==> src/rtl/lights_pkg.sv <==
// Shared definitions for the lighting pipeline: colour word layout,
// named colours and the PWM resolution.
package lights_pkg;

    localparam int PWM_W  = 8;
    localparam int NUM_CH = 3;

    localparam int R_MSB = 23;
    localparam int R_LSB = 16;
    localparam int G_MSB = 15;
    localparam int G_LSB = 8;
    localparam int B_MSB = 7;
    localparam int B_LSB = 0;

    localparam logic [23:0] C_WHITE = 24'hFFFFFF;
    localparam logic [23:0] C_OFF   = 24'h000000;

    typedef enum logic [1:0] {
        CH_R = 2'd0,
        CH_G = 2'd1,
        CH_B = 2'd2
    } channel_e;

    function automatic logic [PWM_W-1:0] colour_field(input logic [23:0] colour,
                                                      input channel_e    ch);
        case (ch)
            CH_R:    return colour[R_MSB:R_LSB];
            CH_G:    return colour[G_MSB:G_LSB];
            default: return colour[B_MSB:B_LSB];
        endcase
    endfunction

endpackage

==> src/rtl/pwm_channel.sv <==
// One PWM channel: holds the sampled target and the active duty, steps or
// jumps the duty at each period boundary and produces a registered pin.
module pwm_channel
    import lights_pkg::*;
#(
    parameter bit FADE_EN = 1'b1
) (
    input  logic             clk,
    input  logic             rst,
    input  logic             boundary,
    input  logic [PWM_W-1:0] pwm_cnt,
    input  logic [PWM_W-1:0] target,
    input  logic             enable,
    output logic             led,
    output logic             neq
);

    logic [PWM_W-1:0] duty_q, duty_d;
    logic [PWM_W-1:0] target_q, target_d;
    logic             led_q, led_d;

    always_comb begin
        duty_d   = duty_q;
        target_d = target_q;
        if (boundary) begin
            target_d = target;
            // Fade compares against the freshly sampled colour, not the held
            // target, so a redirect takes effect on the very same boundary.
            if (!FADE_EN) begin
                duty_d = target;
            end else if (duty_q < target) begin
                duty_d = duty_q + 1'b1;
            end else if (duty_q > target) begin
                duty_d = duty_q - 1'b1;
            end
        end
        led_d = enable && (pwm_cnt < duty_q);
    end

    always_ff @(posedge clk or posedge rst) begin
        if (rst) begin
            duty_q   <= '0;
            target_q <= '0;
            led_q    <= 1'b0;
        end else begin
            duty_q   <= duty_d;
            target_q <= target_d;
            led_q    <= led_d;
        end
    end

    assign led = led_q;
    assign neq = (duty_q != target_q);

endmodule

==> src/rtl/rgb_pwm_driver.sv <==
// Three-channel 8-bit LED PWM driver; the colour is sampled only at period
// boundaries so pins never glitch mid-period.
module rgb_pwm_driver
    import lights_pkg::*;
#(
    parameter int unsigned PRESCALE = 4,
    parameter bit          FADE_EN  = 1'b1
) (
    input  logic        clk,
    input  logic        rst,
    input  logic [23:0] light,
    input  logic        enable,
    output logic        led_r,
    output logic        led_g,
    output logic        led_b,
    output logic        frame,
    output logic        busy
);

    localparam int          PRE_W    = 16;
    localparam logic [15:0] PRE_LAST = 16'(PRESCALE - 1);

    logic [PRE_W-1:0]  pre_cnt_q, pre_cnt_d;
    logic [PWM_W-1:0]  pwm_cnt_q, pwm_cnt_d;
    logic              frame_q, frame_d;
    logic              tick;
    logic              boundary;
    logic [NUM_CH-1:0] led_vec;
    logic [NUM_CH-1:0] neq_vec;

    assign tick     = (pre_cnt_q == PRE_LAST);
    assign boundary = tick && (pwm_cnt_q == {PWM_W{1'b1}});

    always_comb begin
        pre_cnt_d = tick ? '0 : pre_cnt_q + 1'b1;
        pwm_cnt_d = tick ? pwm_cnt_q + 1'b1 : pwm_cnt_q;
        frame_d   = boundary;
    end

    always_ff @(posedge clk or posedge rst) begin
        if (rst) begin
            pre_cnt_q <= '0;
            pwm_cnt_q <= '0;
            frame_q   <= 1'b0;
        end else begin
            pre_cnt_q <= pre_cnt_d;
            pwm_cnt_q <= pwm_cnt_d;
            frame_q   <= frame_d;
        end
    end

    for (genvar gi = 0; gi < NUM_CH; gi++) begin : g_ch
        pwm_channel #(
            .FADE_EN (FADE_EN)
        ) u_ch (
            .clk      (clk),
            .rst      (rst),
            .boundary (boundary),
            .pwm_cnt  (pwm_cnt_q),
            .target   (colour_field(light, channel_e'(gi))),
            .enable   (enable),
            .led      (led_vec[gi]),
            .neq      (neq_vec[gi])
        );
    end

    assign led_r = led_vec[CH_R];
    assign led_g = led_vec[CH_G];
    assign led_b = led_vec[CH_B];
    assign frame = frame_q;
    assign busy  = FADE_EN ? (|neq_vec) : 1'b0;

endmodule

==> config.mk <==
export PLATFORM = sky130hd
export DESIGN_NAME = rgb_pwm_driver
export DESIGN_NICKNAME = d
export VERILOG_FILES = /design/src/rtl/lights_pkg.sv /design/src/rtl/pwm_channel.sv /design/src/rtl/rgb_pwm_driver.sv
export SDC_FILE = /design/constraint.sdc
export NUM_CORES = 1
export LEC_CHECK = 0
export ABC_AREA = 1
export CAP_MARGIN = 30
export CORE_AREA = 5 5 97 117
export CTS_CLUSTER_SIZE = 24
export DETAILED_ROUTE_END_ITERATION = 12
export DIE_AREA = 0 0 102 122
export GPL_TIMING_DRIVEN = 1
export PLACE_DENSITY = 0.7
export SYNTH_ARGS = -nofsm -noshare
export SYNTH_HDL_FRONTEND = slang
export SYNTH_SLANG_ARGS = --single-unit
==> constraint.sdc <==
create_clock -name clk -period 4.95 [get_ports clk]
set_input_delay 0.99 -clock clk [delete_from_list [all_inputs] [get_ports clk]]
set_output_delay 0.99 -clock clk [all_outputs]
set_load 0.05 [all_outputs]
==> summary.md, run 1 <==
| Metric | Value |
|---|---|
| DRT iter0 DRCs | 195 |
| Startpoint types | primary input |
| Peak supply drop | 0.1978 mV |
| Dpl cell area | 5827 um2 |
| Final instance area | 6085 um2 |
| Most frequent cell after synthesis | nand2_1 |
| Number of synthesized flops with an enable pin | 0 |
| Asr flop ratio synth | 100.0% |
| Top cells by count, synth | nand2_1, inv_1, dfrtp_1 |
| Crit path required time | 5.18 ns |
| Setup TNS | 0 ns |
| CP Data Arrival Time | 3.66 ns |
| Synth Cell Area | 5398 um2 |
| CP Capture Type | flip-flop |
| Worst-path clk slew | 0.06 ns |
| Worst r2r src | g_ch[1].u_ch.duty_q[5]$_DFFE_PP0P_ |
| Core ar. | 10210 um2 |
| TritonCTS clock tree | done |
| Placer's final routability congestion estimate | 0.8850 |
| Die area | 12440 um2 |
| Biggest area consumer among synthesized cells | dfrtp_1 |
| Met3 Use GR | 3.207% |
| Via count | 4383 |
| Netlist cell types | 31 |
| Filler cells | 949 |
| RSZ-0062 raised after global routing | no |
| Synth Warn # | 0 |
| Final worst path period need | 3.428 ns |
| Post-synthesis net count | 765 |
| Max_cap viols | 0 |
| Root Driver | clkbuf_16 |
| Die span in y | 122 um |
| Area growth, synth to finish | 12.73% |
| Flop pwr share | 47.4% |
| Vias in the first global route | 4309 |
| IO Pins | 32 |
| Max-slew violations | 0 |
| Tcrit/Tclk final | 69.25% |
| Top cells by area, synth | dfrtp_1, ha_1, nand2_1, inv_1, xor2_1 |
| LEAKAGE | 3.169 nW |
| Simple-Gate Fraction of Synth Area | 21.00% |
| Residual DRC | 0 |
| Most frequent CP cell | nand2_1 |
| Slowest CP cell | clkdlybuf4s50_1 |
| Initial antenna violation count | 0 |
| Top FF cell, synth | dfrtp_1 |
| Post-synth top area share | 35.23% |
| Share of the yosys chip area belonging to registers | 35.23% |
| Worst Setup Slack, final | 1.522 ns |
| Hold Fails Final Rpt | 0 |
| Worst path cell trace | clkdlybuf4s50_1 > inv_1 > ha_1 > a21oi_1 > nor2_1 > nor2_1 > nand2_1 > ha_1 > o21ai_0 > nor2_1 > nor2_1 > inv_1 > nand2_1 > nand2_1 > nand2_1 > nand2_1 |
| Total wire length | 11280 um |
| Slew margin rel. | 57.44% |
| Avg Inst Size Synth | 8.056 um2 |
| CTS sink cnt | 76 |
| Post-Syn Instances | 670 |
| Min-delay worst type | reg2reg |
| Initial cell density of the core | 52.87% |
| Hold Slack | 0.4788 ns |
| Internal power | 0.9983 mW |
| Ant diodes | 0 |
| First-pass GRT wire length | 19850 um |
| 1st-pass router iterations | 5 |
| Die X-Extent | 102 um |
| Power per cell area | 216.1 nW/um2 |
| # resized after CTS | 0 |
| Crit-path max FO | 9 |
| Outcome | complete, no violations |
| Vias/cell | 5.224 |
| Switching component of the power | 0.3165 mW |
| CTS buffer count | 9 |
| Worst setup path startpoint | light[13] |
| Gate power share | 7.9% |
| Longest Clk Path Bufs | 2 |
| Port Buffers | 31 |
| GR Util All Layers | 19.92% |
| Largest net degree at the start of global routing | 52 |
| Post-CTS setup buffer count | 0 |
| H-tree level count | 3 |
| M1 GR Usage | 25.51% |
| Synth Area in Compound Gates | 10.08% |
| Hpwl dp | 8578 um |
| Final Net Count | 801 |
| Pre-CTS setup slack | 1.222 ns |
| Max Clk Rate | 291.7 MHz |
| Sw frac | 24.07% |
| Overall power | 1.315 mW |
| Cts hold-fix bufs | 0 |
| Worst skew pair latency | 0.33 ns |
| Clock group share of total power | 44.7% |
| Final ANT Viol Nets | 0 |
| Grt total ovfl | 0 |
| Worst slew pin tran | 0.6325 ns |
| Drt wl/cell | 13.44 um |
| FF+latch count, synth | 76 |
| Hold_sp | pre_cnt_q[0]$_DFF_PP0_ |
| Row Count | 41 |
| XOR/XNOR share of the synthesized area | 8.600% |
| Synth Area in Adders | 16.18% |
| Grt met2 use | 34.39% |
| Main combinational cell family by area after synthesis | simple AND/OR/NAND/NOR gates |
| Max stage delay on crit path | 0.45 ns |
| GR peak layer | met2 |
| Final setup violation count | 0 |
| Multiplexer area fraction after synthesis | 0% |
| Share of cells above drive strength 1 | 6.338% |
| Worst setup path class | in2reg |
| Clock Skew | 0.005072 ns |
-- logic make-up (layout without fill, tap and decap cells) --
family | after synthesis | in the layout
flops | 76 | 76
simple gates | 258 | 258
xor+xnor | 53 | 53
fa+ha+maj | 68 | 68
compound gates | 94 | 94
buf+inv | 121 | 161
-- final timing paths --
check | end | slack (ns) | depth (start not counted)
max reg2reg | g_ch[1].u_ch.duty_q[7]$_DFFE_PP0P_ | 2.18 | 14
max | g_ch[1].u_ch.duty_q[7]$_DFFE_PP0P_ | 1.52 | 16
min in group asynchronous | g_ch[0].u_ch.duty_q[2]$_DFFE_PP0P_ | 1.02 | 2
max in group asynchronous | g_ch[2].u_ch.duty_q[4]$_DFFE_PP0P_ | 2.89 | 3
min | pre_cnt_q[0]$_DFF_PP0_ | 0.48 | 1
min reg2reg | pre_cnt_q[0]$_DFF_PP0_ | 0.48 | 1
-- sequential cells by signal, indices dropped and copies added, names as in the netlist --
| signal | flops |
|---|---|
| frame | 1 |
| g_ch.u_ch.duty_q | 24 |
| g_ch.u_ch.led | 3 |
| g_ch.u_ch.target_q | 24 |
| pre_cnt_q | 16 |
| pwm_cnt_q | 8 |
-- cells in the final DEF, fill, tap and decap left out, types with 3 or more instances in the layout --
cell type / n
nand2_2: 3
a21o_1: 3
clkinv_2: 5
nor3b_1: 4
o21a_1: 4
ha_1: 65
xnor2_1: 23
clkdlybuf4s50_1: 31
o21ai_0: 41
a31oi_1: 3
nor4_1: 6
a21oi_1: 28
nand3_1: 34
inv_2: 8
fa_1: 3
xor2_1: 30
nor2_1: 32
clkbuf_16: 9
inv_1: 105
o21ai_2: 12
nor3_1: 5
nand2_1: 151
dfrtp_1: 76
nand4_1: 17
o21bai_1: 3
-- critical path: cells and delay by family --
family | cells | cell delay, ns
buffers and inverters | 3 | 0.55
AOI/OAI and AO/OA | 2 | 0.50
and+or+nand+nor | 9 | 0.88
adders and majority gates | 2 | 0.73
-- power groups by stage --
stage / Sequential (mW) / Combinational [mW] / Clock, mW
finish: 0.623 / 0.104 / 0.587
global route: 0.623 / 0.120 / 0.621
CTS: 0.623 / 0.106 / 0.601
detailed placement: 0.634 / 0.105 / 0
global placement: 0.634 / 0.102 / 0
floorplan: 0.639 / 0.0605 / 0
-- stage by stage --
step           util [%]  std cells
2_1_floorplan         -        670
3_3_place_gp      57.08        824
3_5_place_dp      57.08        824
4_1_cts           59.60        839
5_1_grt           59.60        839
6_report          59.60        839
-- area by class of cell --
cell class,count,area [um2],area share [%]
clock buffers,9,225.2,3.701
inverters,114,430.4,7.074
multi-input cells,473,3015,49.56
flip-flops and latches,76,1902,31.26
repair buffers,32,317.8,5.223
clock inverters,6,32.53,0.5346
well taps,129,161.4,2.653
-- metal layers --
layer | vias up | wire [um]
met5 | - | 0
met4 | 0 | 163
met3 | 12 | 348
met2 | 44 | 5728
met1 | 2082 | 5036
li1 | 2245 | -
(Power assumes the default switching activity.)
==> inputs of run 2 (changes only) <==
Clock period 4.95 ns to 3.3 ns, I/O delays scaled along.
==> run 2 against run 1 <==
Clock skew is 0.0039 ns higher. Flip-flop and latch count stayed put. Sequential share of layout area is 0.71 points lower. Sequential power is 50% higher. Global-route usage is 0.64 points higher. Final cell count is 1.3% higher. Hold slack worse by 0.0080 ns. Via count is 0.75% higher. Critical path type is now reg2out. Highest routed layer unchanged.
==> summary.md, run 2 (same netlist as run 1, synthesis figures left out) <==
| Metric | Value |
|---|---|
| Outcome | complete, no violations |
| Max_cap viols | 0 |
| Most frequent cells in the layout | nand2_1, inv_1, dfrtp_1 |
| Critical R2R Capture | g_ch[1].u_ch.duty_q[7]$_DFFE_PP0P_ |
| Longest Clk Path Bufs | 2 |
| CTS buffer count | 9 |
| Worst setup path startpoint | g_ch[2].u_ch.duty_q[7]$_DFFE_PP0P_ |
| Reg-to-reg slack, setup | 0.68 ns |
| Most common cell after layout, fill and taps aside | nand2_1 |
| CP Buf/Inv Count | 1 |
| Slowest CP cell | clkdlybuf4s50_1 |
| Setup TNS | 0 ns |
| Share of cells above drive strength 1 | 7.628% |
| # resized after CTS | 0 |
| Largest net degree at the start of global routing | 47 |
| Final Net Count | 812 |
| Drt wl/cell | 13.68 um |
| CP Capture Type | output port |
| Worst setup path class | reg2out |
| Filler cells | 891 |
| H-tree level count | 3 |
| Vias in the first global route | 4545 |
| Clock Skew | 0.008946 ns |
| Utilization after layout | 60.99% |
| LEAKAGE | 3.249 nW |
| Hold_sp | pre_cnt_q[0]$_DFF_PP0_ |
| Min-delay worst type | reg2reg |
| Top delay family on crit path | buffers and inverters |
| Worst slew pin tran | 0.8477 ns |
| First-pass GRT wire length | 20490 um |
| Worst r2r src | g_ch[1].u_ch.duty_q[5]$_DFFE_PP0P_ |
| Final ANT Viol Nets | 0 |
| Power per cell area | 347.1 nW/um2 |
| Hold path depth | 1 |
| Final setup violation count | 0 |
| Core ar. | 10210 um2 |
| Vias/cell | 5.195 |
| Hpwl dp | 8834 um |
| Row Count | 41 |
| RSZ-0062 raised after global routing | no |
| Total wire length | 11630 um |
| Placer's final routability congestion estimate | 0.8702 |
| Tcrit/Tclk final | 92.33% |
| CP Data Arrival Time | 2.39 ns |
| Via count | 4416 |
| Register area | 1902 um2 |
| Max-slew violations | 0 |
| Slew margin rel. | 43.41% |
| Port Buffers | 31 |
| R2R cell count | 14 |
| 1st-pass router iterations | 5 |
| Area growth, synth to finish | 15.35% |
| Worst path cell trace | xnor2_1 > nand4_1 > nor4_1 > nand3_1 > clkdlybuf4s50_1 |
| Worst Hold Endpoint | pre_cnt_q[0]$_DFF_PP0_ |
| Startpoint types | flip-flop |
| CTS sink cnt | 76 |
| Worst skew pair latency | 0.34 ns |
| Hold Slack | 0.4709 ns |
| Die X-Extent | 102 um |
| DRT iter0 DRCs | 143 |
| Overall power | 2.161 mW |
| Initial cell density of the core | 52.87% |
| Largest registers | g_ch.u_ch.duty_q: 24 flops, g_ch.u_ch.target_q: 24 flops, pre_cnt_q: 16 flops |
| TritonCTS clock tree | done |
| Peak supply drop | 0.2840 mV |
| GR Util All Layers | 20.56% |
| Cts hold-fix bufs | 0 |
| Area of the multi-input gates | 3015 um2 |
| Final worst path period need | 3.047 ns |
| Crit path required time | 2.64 ns |
| Post-CTS setup buffer count | 0 |
| Initial antenna violation count | 0 |
| Max stage delay on crit path | 0.73 ns |
| Crit-path max FO | 5 |
| Grt total ovfl | 0 |
| Die area | 12440 um2 |
| Max Clk Rate | 328.2 MHz |
| Residual DRC | 0 |
| Hold Fails Final Rpt | 0 |
| Ant diodes | 0 |
| Worst-path clk slew | 0.06 ns |
| Root Driver | clkbuf_16 |
| Die span in y | 122 um |
| IO Pins | 32 |
-- run 2: cell count changes in the layout (fill, tap and decap cells not counted) --
cell and change:
buf_4 +11, clkinv_2 -4, bufinv_16 +2, clkbuf_1 +1, clkbuf_8 +1, clkinv_4 +1, clkinvlp_4 -1
-- run 2: routing by layer --
layer	up-vias	GRT usage (%)	wire (um)
li1	2284	-	-
met1	2064	25.87	5018
met2	55	35.98	5970
met3	13	2.921	476
met4	0	6.727	166
met5	-	0	0
-- run 2: area by class of cell --
| type | instances | area share (%) |
|---|---|---|
| inverters | 114 | 6.913 |
| repair buffers | 43 | 6.431 |
| multi-input cells | 473 | 48.43 |
| well taps | 129 | 2.592 |
| clock inverters | 4 | 1.186 |
| clock buffers | 11 | 3.899 |
| flip-flops and latches | 76 | 30.55 |
-- run 2: through the flow --
| step | std cells | cell area [um2] | setup slack, ns |
|---|---|---|---|
| 2_1_floorplan | 670 | 5398 | 0.6837 |
| 3_3_place_gp | 835 | 5909 | 0.05998 |
| 3_5_place_dp | 835 | 5909 | 0.009330 |
| 4_1_cts | 850 | 6226 | 0.2011 |
| 5_1_grt | 850 | 6226 | 0.03039 |
| 6_report | 850 | 6226 | 0.2530 |
-- run 2: power breakdown --
part / internal [mW] / switching (mW)
clock network: 0.679 / 0.380
registers: 0.934 / 0.000756
logic: 0.0740 / 0.0935
total: 1.69 / 0.474
-- run 2: worst max-delay path by stage --
stage / end / depth (start not counted)
after detailed placement: g_ch[1].u_ch.duty_q[7]$_DFFE_PP0P_ / 16
after global routing: g_ch[1].u_ch.duty_q[7]$_DFFE_PP0P_ / 16
after global placement: g_ch[1].u_ch.duty_q[7]$_DFFE_PP0P_ / 16
after CTS: busy / 6
final: busy / 5
after floorplan: g_ch[1].u_ch.duty_q[7]$_DFFE_PP0P_ / 15
-- run 2: worst reg2reg max path, stage by stage, from the launching register on --
cell and delay [ns]:
dfrtp_1 0.46, ha_1 0.33, a21oi_1 0.14, nor2_1 0.05
nor2_1 0.12, nand2_1 0.24, ha_1 0.43, a21oi_1 0.23
o21ai_0 0.10, nor2_1 0.17, inv_1 0.05, nand2_1 0.06
nand2_1 0.04, nand2_1 0.05, nand2_1 0.04
==> inputs of run 3 (changes only) <==
Settings changed: CAP_MARGIN 30 to default, SKIP_LAST_GASP from default to 1.
Clock period 3.3 ns to 3.6 ns, I/O delays scaled along.
==> run 3 against run 2 <==
Non-clock buffer count shrank 11. Clock power shrank 18%. Sequential share of layout area grew 0.49 points. Die area is the same. Critical path depth grew 7. Global-route usage shrank 0.17 points. Combinational power shrank 13%. Core utilization shrank 0.96 points. First-iteration DRC count grew 9.1%. Clock skew shrank 0.0016 ns.
==> summary.md, run 3 (same netlist as run 1, synthesis figures left out) <==
| Metric | Value |
|---|---|
| Outcome | complete, no violations |
| Cts hold-fix bufs | 0 |
| Final setup violation count | 0 |
| Hpwl dp | 8571 um |
| Hold Fails Final Rpt | 0 |
| Final ANT Viol Nets | 0 |
| Post-CTS setup buffer count | 0 |
| Startpoint types | primary input |
| Initial cell density of the core | 52.87% |
| Clock Skew | 0.007383 ns |
| Drt wl/cell | 13.41 um |
| RSZ-0062 raised after global routing | no |
| Tcrit/Tclk final | 88.68% |
| Largest net degree at the start of global routing | 64 |
| Area of the multi-input gates | 3015 um2 |
| CTS sink cnt | 76 |
| Reg-to-reg slack, setup | 0.81 ns |
| Worst setup path class | in2reg |
| LEAKAGE | 3.177 nW |
| Crit path required time | 3.82 ns |
| Overall power | 1.867 mW |
| Die area | 12440 um2 |
| Worst slew pin tran | 0.5750 ns |
| Worst skew pair latency | 0.34 ns |
| Initial antenna violation count | 0 |
| Peak supply drop | 0.2378 mV |
| Filler cells | 899 |
| 1st-pass router iterations | 4 |
| Largest registers | g_ch.u_ch.duty_q: 24 flops, g_ch.u_ch.target_q: 24 flops, pre_cnt_q: 16 flops |
| Power per cell area | 304.6 nW/um2 |
| CTS buffer count | 9 |
| Ant diodes | 0 |
| Setup TNS | 0 ns |
| Die X-Extent | 102 um |
| Die span in y | 122 um |
| Register area | 1902 um2 |
| Total wire length | 11270 um |
| Row Count | 41 |
| Grt total ovfl | 0 |
| Max_cap viols | 0 |
| Vias in the first global route | 4446 |
| Placer's final routability congestion estimate | 0.8758 |
| IO Pins | 32 |
| Via count | 4375 |
| H-tree level count | 3 |
| Min-delay worst type | reg2reg |
| Final worst path period need | 3.193 ns |
| Most frequent cells in the layout | nand2_1, inv_1, dfrtp_1 |
| Max-slew violations | 0 |
| Share of cells above drive strength 1 | 6.470% |
| Slew margin rel. | 61.31% |
| CP Capture Type | flip-flop |
| Most common cell after layout, fill and taps aside | nand2_1 |
| Area growth, synth to finish | 13.54% |
| First-pass GRT wire length | 20200 um |
| Max stage delay on crit path | 0.45 ns |
| Port Buffers | 31 |
| CP Data Arrival Time | 3.41 ns |
| Slowest CP cell | clkdlybuf4s50_1 |
| TritonCTS clock tree | done |
| # resized after CTS | 0 |
| Vias/cell | 5.208 |
| Max Clk Rate | 313.2 MHz |
| Residual DRC | 0 |
| GR Util All Layers | 20.39% |
| Final Net Count | 801 |
| Core ar. | 10210 um2 |
| Worst-path clk slew | 0.06 ns |
| Root Driver | clkbuf_16 |
| Worst path cell trace | clkdlybuf4s50_1 > inv_1 > ha_1 > a21oi_1 > nor2_1 > nor2_1 > nand2_1 > ha_1 > o21ai_0 > o21ai_0 > xnor2_1 > o21ai_2 |
| Crit-path max FO | 9 |
| Longest Clk Path Bufs | 2 |
| DRT iter0 DRCs | 156 |
-- run 3: changes by cell type in the layout (fill, tap and decap cells not counted) --
cell / before / now
buf_12: 0 / 1
buf_4: 12 / 0
bufinv_16: 2 / 0
clkbuf_1: 1 / 0
clkbuf_8: 1 / 2
clkinvlp_4: 0 / 3
-- run 3: worst max-delay path: cells and delay by family --
family,cells,cell delay (ns)
simple gates,3,0.42
xor+xnor,1,0.22
fa+ha+maj,2,0.72
compound gates,4,0.82
buf+inv,2,0.50
-- run 3: layer usage --
metal | global-route usage (%) | share of wire, % | wire [um] | vias to the layer above
li1 | - | - | - | 2245
met1 | 26.39 | 45 | 5051 | 2044
met2 | 33.98 | 50 | 5622 | 67
met3 | 3.036 | 2.9 | 330 | 19
met4 | 8.285 | 2.3 | 261 | 0
met5 | 0 | 0 | 0 | -
-- run 3: cell type report --
class                   instances  area share, %
repair buffers                 32          5.390
clock buffers                  11          4.124
flip-flops and latches         76          31.03
multi-input cells             473          49.20
inverters                     114          7.023
well taps                     129          2.634
clock inverters                 5         0.5921
-- run 3: power breakdown --
group / total [mW] / switching, mW / internal (mW) / leakage (nW)
combinational: 0.146 / 0.0839 / 0.0618 / 2.18
sequential: 0.857 / 0.000700 / 0.856 / 0.868
clock: 0.864 / 0.360 / 0.504 / 0.134
total: 1.87 / 0.445 / 1.42 / 3.18
-- run 3: through the flow --
stage	hold slack, ns	setup slack, ns	std cells	util, %	area, um2
2_1_floorplan	0.4329	0.9237	670	-	5398
3_3_place_gp	0.4484	0.2494	824	57.20	5839
3_5_place_dp	0.4663	0.07303	824	57.20	5839
4_1_cts	0.4786	0.4253	840	60.03	6128
5_1_grt	0.5039	0.07994	840	60.03	6128
6_report	0.4723	0.4074	840	60.03	6128
-- run 3: final timing paths --
check                                                     endpoint                                from  cells past startpoint
worst max register to register  g_ch[1].u_ch.duty_q[5]$_DFFE_PP0P_  g_ch[1].u_ch.duty_q[5]$_DFFE_PP0P_                     10
worst min-delay path                        pre_cnt_q[0]$_DFF_PP0_              pre_cnt_q[0]$_DFF_PP0_                      1
max in group asynchronous       g_ch[2].u_ch.duty_q[3]$_DFFE_PP0P_                                 rst                      3
worst min register to register              pre_cnt_q[0]$_DFF_PP0_              pre_cnt_q[0]$_DFF_PP0_                      1
worst max-delay path            g_ch[1].u_ch.duty_q[5]$_DFFE_PP0P_                           light[13]                     12
min in group asynchronous       g_ch[0].u_ch.duty_q[2]$_DFFE_PP0P_                                 rst                      2
